==> src/rtl/i2s_tx_if.sv <==
// ----------------------------------------------------------------------------
// i2s_tx_if
// Sample hand-off between the sample-player stage and the I2S transmitter.
//   sample_i : signed 24-bit PCM sample (same format as the player's sound_o)
//   valid_i  : sample_i carries a sample this cycle
//   ready_o  : transmitter FIFO can accept; a transfer happens on a clk_i
//              rising edge with valid_i & ready_o
// master = sample producer, slave = i2s_tx.
// ----------------------------------------------------------------------------
interface i2s_tx_if;
   logic signed [23:0] sample_i;
   logic               valid_i;
   logic               ready_o;

   modport master (output sample_i, output valid_i, input ready_o);
   modport slave  (input sample_i, input valid_i, output ready_o);
endinterface

==> src/rtl/i2s_tx.sv <==
// ----------------------------------------------------------------------------
// i2s_tx
// Mono-to-stereo I2S transmitter with a small sample FIFO.
// A frame is 64 bit-clocks (32 left, 32 right). Each half sends the held
// sample MSB first, delayed one bit after the word-select change, followed
// by zero padding. A new sample is taken from the FIFO once per frame; an
// empty FIFO at that point plays silence and raises a one-cycle underrun.
//
// Ports
//   clk_i      : system clock, all state on the rising edge
//   reset_i    : asynchronous active-low reset
//   smp        : sample hand-off (sample_i / valid_i / ready_o)
//   bclk_o     : I2S bit clock, half-period = clk_div_p clk_i cycles
//   lrclk_o    : I2S word select, 0 = left, 1 = right
//   sdata_o    : I2S serial data, MSB first
//   underrun_o : one-cycle pulse when a frame starts with the FIFO empty
//
// Parameters
//   clk_div_p    : clk_i cycles per bclk_o half-period (1..255)
//   fifo_depth_p : FIFO entries, power of 2 from 2 to 16
// ----------------------------------------------------------------------------
module i2s_tx #(
   parameter int unsigned clk_div_p    = 4,
   parameter int unsigned fifo_depth_p = 4
) (
   input  logic     clk_i,
   input  logic     reset_i,
   i2s_tx_if.slave  smp,
   output logic     bclk_o,
   output logic     lrclk_o,
   output logic     sdata_o,
   output logic     underrun_o
);

   localparam int unsigned      PTR_W    = $clog2(fifo_depth_p);
   localparam int unsigned      CNT_W    = $clog2(fifo_depth_p + 1);
   localparam logic [7:0]       DIV_LAST = 8'(clk_div_p - 1);
   localparam logic [CNT_W-1:0] DEPTH    = CNT_W'(fifo_depth_p);
   localparam logic [CNT_W-1:0] CNT_ONE  = CNT_W'(1);
   localparam logic [CNT_W-1:0] CNT_ZERO = CNT_W'(0);
   localparam logic [PTR_W-1:0] PTR_ONE  = PTR_W'(1);
   localparam logic [PTR_W-1:0] PTR_ZERO = PTR_W'(0);

   // Bit driven in half-slot s: slot 0 is the I2S one-bit delay, slots 1..24
   // carry bits 23..0, slots 25..31 are padding.
   function automatic logic slot_bit(input logic [23:0] word, input logic [4:0] s);
      logic [4:0] idx;
      if ((s >= 5'd1) && (s <= 5'd24)) begin
         idx      = 5'd24 - s;
         slot_bit = word[idx];
      end else begin
         idx      = 5'd0;
         slot_bit = 1'b0;
      end
   endfunction

   // divider / bit clock
   logic [7:0]       div_cnt_r;
   logic             bclk_r;
   // serializer
   logic [5:0]       slot_r;
   logic             lrclk_r;
   logic             sdata_r;
   logic             underrun_r;
   logic [23:0]      hold_r;
   // FIFO
   logic [23:0]      mem_r [fifo_depth_p];
   logic [PTR_W-1:0] wr_ptr_r;
   logic [PTR_W-1:0] rd_ptr_r;
   logic [CNT_W-1:0] count_r;
   logic             ready_r;

   logic             tick_s;
   logic             fall_s;
   logic             frame_s;
   logic             empty_s;
   logic             push_s;
   logic             pop_s;
   logic [5:0]       slot_nxt_s;
   logic [CNT_W-1:0] count_nxt_s;
   logic [23:0]      hold_nxt_s;
   logic             sdata_nxt_s;

   // Next-state decode for divider edges, frame boundary and FIFO occupancy
   always_comb begin
      tick_s     = (div_cnt_r == DIV_LAST);
      fall_s     = tick_s & bclk_r;
      // 63->0 slot transition: the frame boundary where a sample is taken
      frame_s    = fall_s & (slot_r == 6'd63);
      empty_s    = (count_r == CNT_ZERO);
      push_s     = smp.valid_i & ready_r;
      // No bypass: a sample pushed at the boundary cannot be popped there
      pop_s      = frame_s & ~empty_s;
      slot_nxt_s = slot_r + 6'd1;

      case ({push_s, pop_s})
         2'b10:   count_nxt_s = count_r + CNT_ONE;
         2'b01:   count_nxt_s = count_r - CNT_ONE;
         default: count_nxt_s = count_r;
      endcase

      if (frame_s) begin
         if (empty_s) begin
            hold_nxt_s = 24'd0;
         end else begin
            hold_nxt_s = mem_r[rd_ptr_r];
         end
      end else begin
         hold_nxt_s = hold_r;
      end

      // Same word on both halves: only the low 5 slot bits select the bit
      sdata_nxt_s = slot_bit(hold_nxt_s, slot_nxt_s[4:0]);
   end

   // Bit-clock divider: toggle bclk every clk_div_p cycles, first rise
   // clk_div_p cycles after reset release
   always_ff @(posedge clk_i or negedge reset_i) begin
      if (!reset_i) begin
         div_cnt_r <= 8'd0;
         bclk_r    <= 1'b0;
      end else if (tick_s) begin
         div_cnt_r <= 8'd0;
         bclk_r    <= ~bclk_r;
      end else begin
         div_cnt_r <= div_cnt_r + 8'd1;
      end
   end

   // Serializer: slot counter, word select and data move only on bclk falls
   always_ff @(posedge clk_i or negedge reset_i) begin
      if (!reset_i) begin
         slot_r     <= 6'd63;
         lrclk_r    <= 1'b0;
         sdata_r    <= 1'b0;
         underrun_r <= 1'b0;
         hold_r     <= 24'd0;
      end else begin
         if (fall_s) begin
            slot_r  <= slot_nxt_s;
            lrclk_r <= slot_nxt_s[5];
            sdata_r <= sdata_nxt_s;
         end else begin
            slot_r  <= slot_r;
            lrclk_r <= lrclk_r;
            sdata_r <= sdata_r;
         end
         hold_r     <= hold_nxt_s;
         underrun_r <= frame_s & empty_s;
      end
   end

   // Sample FIFO: circular buffer with wrap-around pointers and occupancy
   always_ff @(posedge clk_i or negedge reset_i) begin
      if (!reset_i) begin
         for (int i = 0; i < int'(fifo_depth_p); i++) begin
            mem_r[i] <= 24'd0;
         end
         wr_ptr_r <= PTR_ZERO;
         rd_ptr_r <= PTR_ZERO;
         count_r  <= CNT_ZERO;
         ready_r  <= 1'b0;
      end else begin
         if (push_s) begin
            mem_r[wr_ptr_r] <= smp.sample_i;
            wr_ptr_r        <= wr_ptr_r + PTR_ONE;
         end else begin
            wr_ptr_r        <= wr_ptr_r;
         end
         if (pop_s) begin
            rd_ptr_r <= rd_ptr_r + PTR_ONE;
         end else begin
            rd_ptr_r <= rd_ptr_r;
         end
         count_r <= count_nxt_s;
         // Registered from the next count so it tracks count_r exactly and
         // stays low until the first edge after reset release
         ready_r <= (count_nxt_s < DEPTH);
      end
   end

   assign smp.ready_o = ready_r;
   assign bclk_o      = bclk_r;
   assign lrclk_o     = lrclk_r;
   assign sdata_o     = sdata_r;
   assign underrun_o  = underrun_r;

endmodule

==> src/flat_wrapper.sv <==
// flat-port wrapper written by rule: the top's interface ports become plain ports
module i2s_tx_flat 
#(
   parameter int unsigned clk_div_p    = 4,
   parameter int unsigned fifo_depth_p = 4
)
  (clk_i, reset_i, bclk_o, lrclk_o, sdata_o, underrun_o, smp_sample_i, smp_valid_i, smp_ready_o);
  i2s_tx_if smp_i ();
  input  logic clk_i;
  input  logic reset_i;
  output logic bclk_o;
  output logic lrclk_o;
  output logic sdata_o;
  output logic underrun_o;
  input wire logic [$bits(smp_i.sample_i)-1:0] smp_sample_i;
  input wire logic [$bits(smp_i.valid_i)-1:0] smp_valid_i;
  output wire logic [$bits(smp_i.ready_o)-1:0] smp_ready_o;
  assign smp_i.sample_i = smp_sample_i;
  assign smp_i.valid_i = smp_valid_i;
  assign smp_ready_o = smp_i.ready_o;
  i2s_tx #(.clk_div_p(clk_div_p), .fifo_depth_p(fifo_depth_p)) u_core (.clk_i(clk_i), .reset_i(reset_i), .smp(smp_i), .bclk_o(bclk_o), .lrclk_o(lrclk_o), .sdata_o(sdata_o), .underrun_o(underrun_o));
endmodule
==> config.mk <==
export PLATFORM = sky130hd
export DESIGN_NAME = i2s_tx_flat
export DESIGN_NICKNAME = d
export VERILOG_FILES = /design/src/rtl/i2s_tx_if.sv /design/src/rtl/i2s_tx.sv /design/src/flat_wrapper.sv
export SDC_FILE = /design/constraint.sdc
export NUM_CORES = 1
export LEC_CHECK = 0
export BUFFER_PORTS_ARGS = -buffer_cell sky130_fd_sc_hd__buf_2
export CAP_MARGIN = 10
export CORE_ASPECT_RATIO = 0.7
export CORE_MARGIN = 8
export CORE_UTILIZATION = 55
export CTS_BUF_LIST = sky130_fd_sc_hd__clkbuf_2
export DETAILED_ROUTE_END_ITERATION = 8
export GPL_TIMING_DRIVEN = 0
export PLACE_DENSITY_LB_ADDON = 0.25
export RECOVER_POWER = 50
export REMOVE_ABC_BUFFERS = 1
export SYNTH_ARGS = -nofsm -noshare
export SYNTH_HDL_FRONTEND = slang
export SYNTH_SLANG_ARGS = --single-unit
export TNS_END_PERCENT = 5
==> constraint.sdc <==
create_clock -name clk_i -period 3.3 [get_ports clk_i]
set_input_delay 0.165 -clock clk_i [delete_from_list [all_inputs] [get_ports clk_i]]
set_output_delay 0.165 -clock clk_i [all_outputs]
set_load 0.03 [all_outputs]
==> insert_results.sql <==
INSERT INTO impl_metrics (metric_group, metric, value, unit) VALUES
('clock_network', 'htree_num_levels', '4', ''),
('clock_network', 'tritoncts_buffers', '17', ''),
('synthesis', 'synth-edff-count', '0', ''),
('layout', 'final_area', '7470', 'um2'),
('clock_network', 'clk_root_buffer_cell', 'sky130_fd_sc_hd__clkbuf_2', ''),
('min_path', 'hold_class', 'in -> reg', ''),
('placement', 'dpl_worst_slack', '191', 'ps'),
('layout', 'fraction_of_final_layout_cells_with_drive_strength_greater_than_1', '0.391', ''),
('outcome', 'outcome', 'finished, violations left', ''),
('sta', 'finalSetupViolations', '0', ''),
('critical_path', 'critPathLaunch', 'u_core.slot_r[0]', ''),
('synthesis', 'post_synthesis_sequential_element_count', '146', ''),
('sta', 'holdWs', '234', 'ps'),
('layout', 'finish.net_count', '557', ''),
('placement', 'dp.cells', '630', ''),
('synthesis', 'ys.warnings.count', '0', ''),
('routing', 'first_pass_iters', '5', ''),
('placement', 'dp.final_hpwl', '8.29', 'mm'),
('sta', 'finalCriticalPeriod', '2900', 'ps'),
('sta', 'final.period_utilization', '0.879', ''),
('critical_path', 'setup.worst_path.end_class', 'flop', ''),
('clock_network', 'tritoncts', 'built', ''),
('synthesis', 'synth_top_flop_cell', 'sky130_fd_sc_hd__dfrtp_1', ''),
('sta', 'final_max_slew_viols', '48', ''),
('critical_path', 'kind_of_launch_point_of_the_worst_setup_path', 'flop', ''),
('die', 'die_height', '108', 'um'),
('clock_network', 'cts_num_sinks', '146', ''),
('die', 'die_area', '15800', 'um2'),
('layout', 'layoutNonFillerInstCount', '691', ''),
('clock_network', 'clock_slew_at_reported_path_ffs', '260', 'ps'),
('global_route', 'antenna_found_initial', '0', ''),
('sta', 'unrepaired_setup_endpoints_after_global_routing', 'false', ''),
('synthesis', 'syn_area', '6610', 'um2'),
('global_route', 'pin_count_of_the_biggest_net_entering_global_routing', '98', ''),
('critical_path', 'worstPathRequired', '3900', 'ps'),
('routing', 'detail_route.iter0.violations', '181', ''),
('global_route', 'first_global_vias', '4200', ''),
('critical_path', 'path_max_fanout', '20', ''),
('clock_network', 'clock_insertion_delay_worst_skew', '700', 'ps'),
('layout', 'areaGrowthSynthToFinish', '13.1', '%'),
('critical_path', 'cp_data_arrival_time', '3510', 'ps'),
('routing', 'ant_nets', '0', ''),
('routing', 'detail_route.wl_per_cell', '18.4', 'um'),
('placement', 'place_congestion', '0.823', ''),
('global_route', 'grt.total_usage', '0.171', ''),
('routing', 'final_wirelength', '12.7', 'mm'),
('synthesis', 'synth_seq_area_share', '0.554', ''),
('die', 'top_level_ports', '32', ''),
('outcome', 'violated_checks', 'max-capacitance violations, max-slew violations', ''),
('layout', 'n_antenna_cell', '0', ''),
('placement', 'dpl-instance-area', '6930', 'um2'),
('min_path', 'worst_hold_startpoint', 'smp_sample_i[11]', ''),
('sta', 'max_slew_margin', '-0.341', ''),
('sta', 'timing.setup.tns', '0', 'ps'),
('sta', 'tightest_slew', '2010', 'ps'),
('power', 'p_total', '5.07', 'mW'),
('global_route', 'grt_pass1_wl', '21.3', 'mm'),
('sta', 'setup_skew_after_layout', '36.6', 'ps'),
('sta', 'final-hold-violation-count', '0', ''),
('critical_path', 'worst_flop_to_flop_path_startpoint', 'u_core.slot_r[0]', ''),
('placement', 'io_buffers', '31', ''),
('routing', 'detailroute.via_count', '3919', ''),
('synthesis', 'synth.distinct_cells', '52', ''),
('die', 'start_util', '0.563', ''),
('critical_path', 'criticalPathCategory', 'reg -> reg', ''),
('sta', 'worst_slack', '398', 'ps'),
('die', 'die_width', '147', 'um'),
('synthesis', 'avgSynthCellArea', '14.2', 'um2'),
('synthesis', 'syn-instance-count', '464', ''),
('sta', 'maxClockFrequency', '345', 'MHz'),
('layout', 'fillerInstances', '914', ''),
('synthesis', 'async_reset_ff_frac', '1.00', ''),
('routing', 'post-route-drc-count', '0', ''),
('clock_network', 'cts_buffer_depth', '2', ''),
('die', 'floorplan.rows', '33', ''),
('routing', 'vias_per_instance', '5.67', ''),
('power', 'ir_worst_vdd', '0.000443', 'V'),
('die', 'placeable_area', '11700', 'um2'),
('power', 'cellLeakagePower', '3.32', 'nW'),
('job', 'drv_cap', '1', ''),
('clock_network', 'post-cts-setup-buffers', '0', ''),
('power', 'power-per-cell-area', '679', 'nW/um2'),
('layout', 'utilization', '0.637', ''),
('global_route', 'grt.overflow.total', '0', '');
[sequential cells by signal (all words and copies together) (netlist names), named ones only]
register and count:
u_core.mem_r 96, u_core.hold_r 24, u_core.div_cnt_r 8, u_core.slot_r 6, u_core.count_r 2, u_core.rd_ptr_r 2, u_core.wr_ptr_r 2, u_core.bclk_o 1
u_core.lrclk_o 1, u_core.sdata_o 1, u_core.smp.ready_o 1, u_core.underrun_o 1
[placed cells by master (no fill, tap or decap), types with 3 or more instances in the layout]
cell type                       count
sky130_fd_sc_hd__inv_6              5
sky130_fd_sc_hd__clkbuf_2          18
sky130_fd_sc_hd__nor2_1            12
sky130_fd_sc_hd__nor3_1             3
sky130_fd_sc_hd__dfstp_2            6
sky130_fd_sc_hd__o21ai_0            3
sky130_fd_sc_hd__mux4_2            24
sky130_fd_sc_hd__and2_1             3
sky130_fd_sc_hd__and4_1             3
sky130_fd_sc_hd__clkinvlp_4         5
sky130_fd_sc_hd__a21oi_1            5
sky130_fd_sc_hd__nand2_1           35
sky130_fd_sc_hd__a22o_1            14
sky130_fd_sc_hd__mux2_2            98
sky130_fd_sc_hd__o211ai_1           4
sky130_fd_sc_hd__dfrtp_1          139
sky130_fd_sc_hd__xor2_1             7
sky130_fd_sc_hd__dlygate4sd3_1     27
sky130_fd_sc_hd__buf_16             3
sky130_fd_sc_hd__xnor2_1           16
sky130_fd_sc_hd__inv_1              9
sky130_fd_sc_hd__nand3_1           11
sky130_fd_sc_hd__buf_2             30
sky130_fd_sc_hd__and3_1             4
sky130_fd_sc_hd__ha_1               8
[cell usage after synthesis, types with 2 or more instances]
cell	instances	area [um2]
sky130_fd_sc_hd__and3_1	4	25.0
sky130_fd_sc_hd__ha_1	8	100
sky130_fd_sc_hd__and4_1	3	26.3
sky130_fd_sc_hd__mux4_2	24	541
sky130_fd_sc_hd__nor3_1	3	15.0
sky130_fd_sc_hd__and2_1	3	18.8
sky130_fd_sc_hd__a21oi_1	5	25.0
sky130_fd_sc_hd__inv_1	9	33.8
sky130_fd_sc_hd__o211ai_1	4	30.0
sky130_fd_sc_hd__dfrtp_1	140	3500
sky130_fd_sc_hd__xor2_1	7	61.3
sky130_fd_sc_hd__o21ai_0	3	15.0
sky130_fd_sc_hd__o22ai_1	2	12.5
sky130_fd_sc_hd__xnor2_1	16	140
sky130_fd_sc_hd__mux2_2	98	1100
sky130_fd_sc_hd__nor2_1	12	45.0
sky130_fd_sc_hd__clkbuf_1	16	60.1
sky130_fd_sc_hd__dfstp_2	6	158
sky130_fd_sc_hd__buf_2	4	20.0
sky130_fd_sc_hd__nand3_1	13	65.1
sky130_fd_sc_hd__a22o_1	14	123
sky130_fd_sc_hd__nand2_1	35	131
sky130_fd_sc_hd__buf_6	4	45.0
sky130_fd_sc_hd__buf_4	2	15.0
sky130_fd_sc_hd__o22a_1	2	17.5
[layout make-up]
type                    instances  area [um2]  area share
clock inverters                14         143      0.0191
repair buffers                 64         554      0.0742
well taps                     157         196      0.0263
multi-input cells             283        2790       0.374
flip-flops and latches        146        3660       0.490
inverters                       9        33.8     0.00452
clock buffers                  18        90.1      0.0121
[worst max-delay path: stages, from the launching register on]
cell and delay, ps:
sky130_fd_sc_hd__dfstp_2 680, sky130_fd_sc_hd__ha_1 290, sky130_fd_sc_hd__and4_1 310, sky130_fd_sc_hd__and4_1 250, sky130_fd_sc_hd__and2_4 320, sky130_fd_sc_hd__a22o_2 210, sky130_fd_sc_hd__nor2_1 40, sky130_fd_sc_hd__o41ai_1 330
sky130_fd_sc_hd__o2111ai_1 190, sky130_fd_sc_hd__o31ai_2 200
[repair_timing]
| action | in CTS | in global routing |
|---|---|---|
| hold endpoints to repair | 240 | 0 |
| hold buffers | 28 | 0 |
| resized for setup | 0 | 1 |
| endpoints found under the setup margin | 0 | 1 |
[final timing paths]
kind | slack (ps) | endpoint | cells past startpoint
max reg2reg | 400 | u_core.sdata_o | 9
min | 230 | u_core.mem_r[35] | 3
max | 400 | u_core.sdata_o | 9
max in group asynchronous | 560 | u_core.mem_r[16] | 4
min in group asynchronous | 780 | u_core.slot_r[1] | 3
min reg2reg | 500 | u_core.hold_r[21] | 2
[cell families (layout without fill, tap and decap cells)]
kind of cell / count (synthesis) / in the layout / share of synthesized area
mux: 122 / 122 / 0.249
simple gates: 85 / 85 / 0.0672
compound gates: 44 / 44 / 0.0549
flops: 146 / 146 / 0.554
xor+xnor: 23 / 23 / 0.0305
fa+ha+maj: 9 / 9 / 0.0182
buf+inv: 35 / 105 / 0.0263
[per-layer routing]
| metal | routed length [um] | track usage |
|---|---|---|
| met2 | 6140 | 0.274 |
| met1 | 6110 | 0.226 |
| met3 | 390 | 0.0496 |
| met4 | 65 | 0.0442 |
| met5 | 0 | 0 |
[power breakdown]
part	internal [mW]	switching (mW)	total, mW	leakage (nW)
combinational	0.872	0.478	1.35	1.38
sequential	2.42	0.313	2.73	1.81
clock	0.296	0.693	0.989	0.129
(Power assumes the default switching activity.)
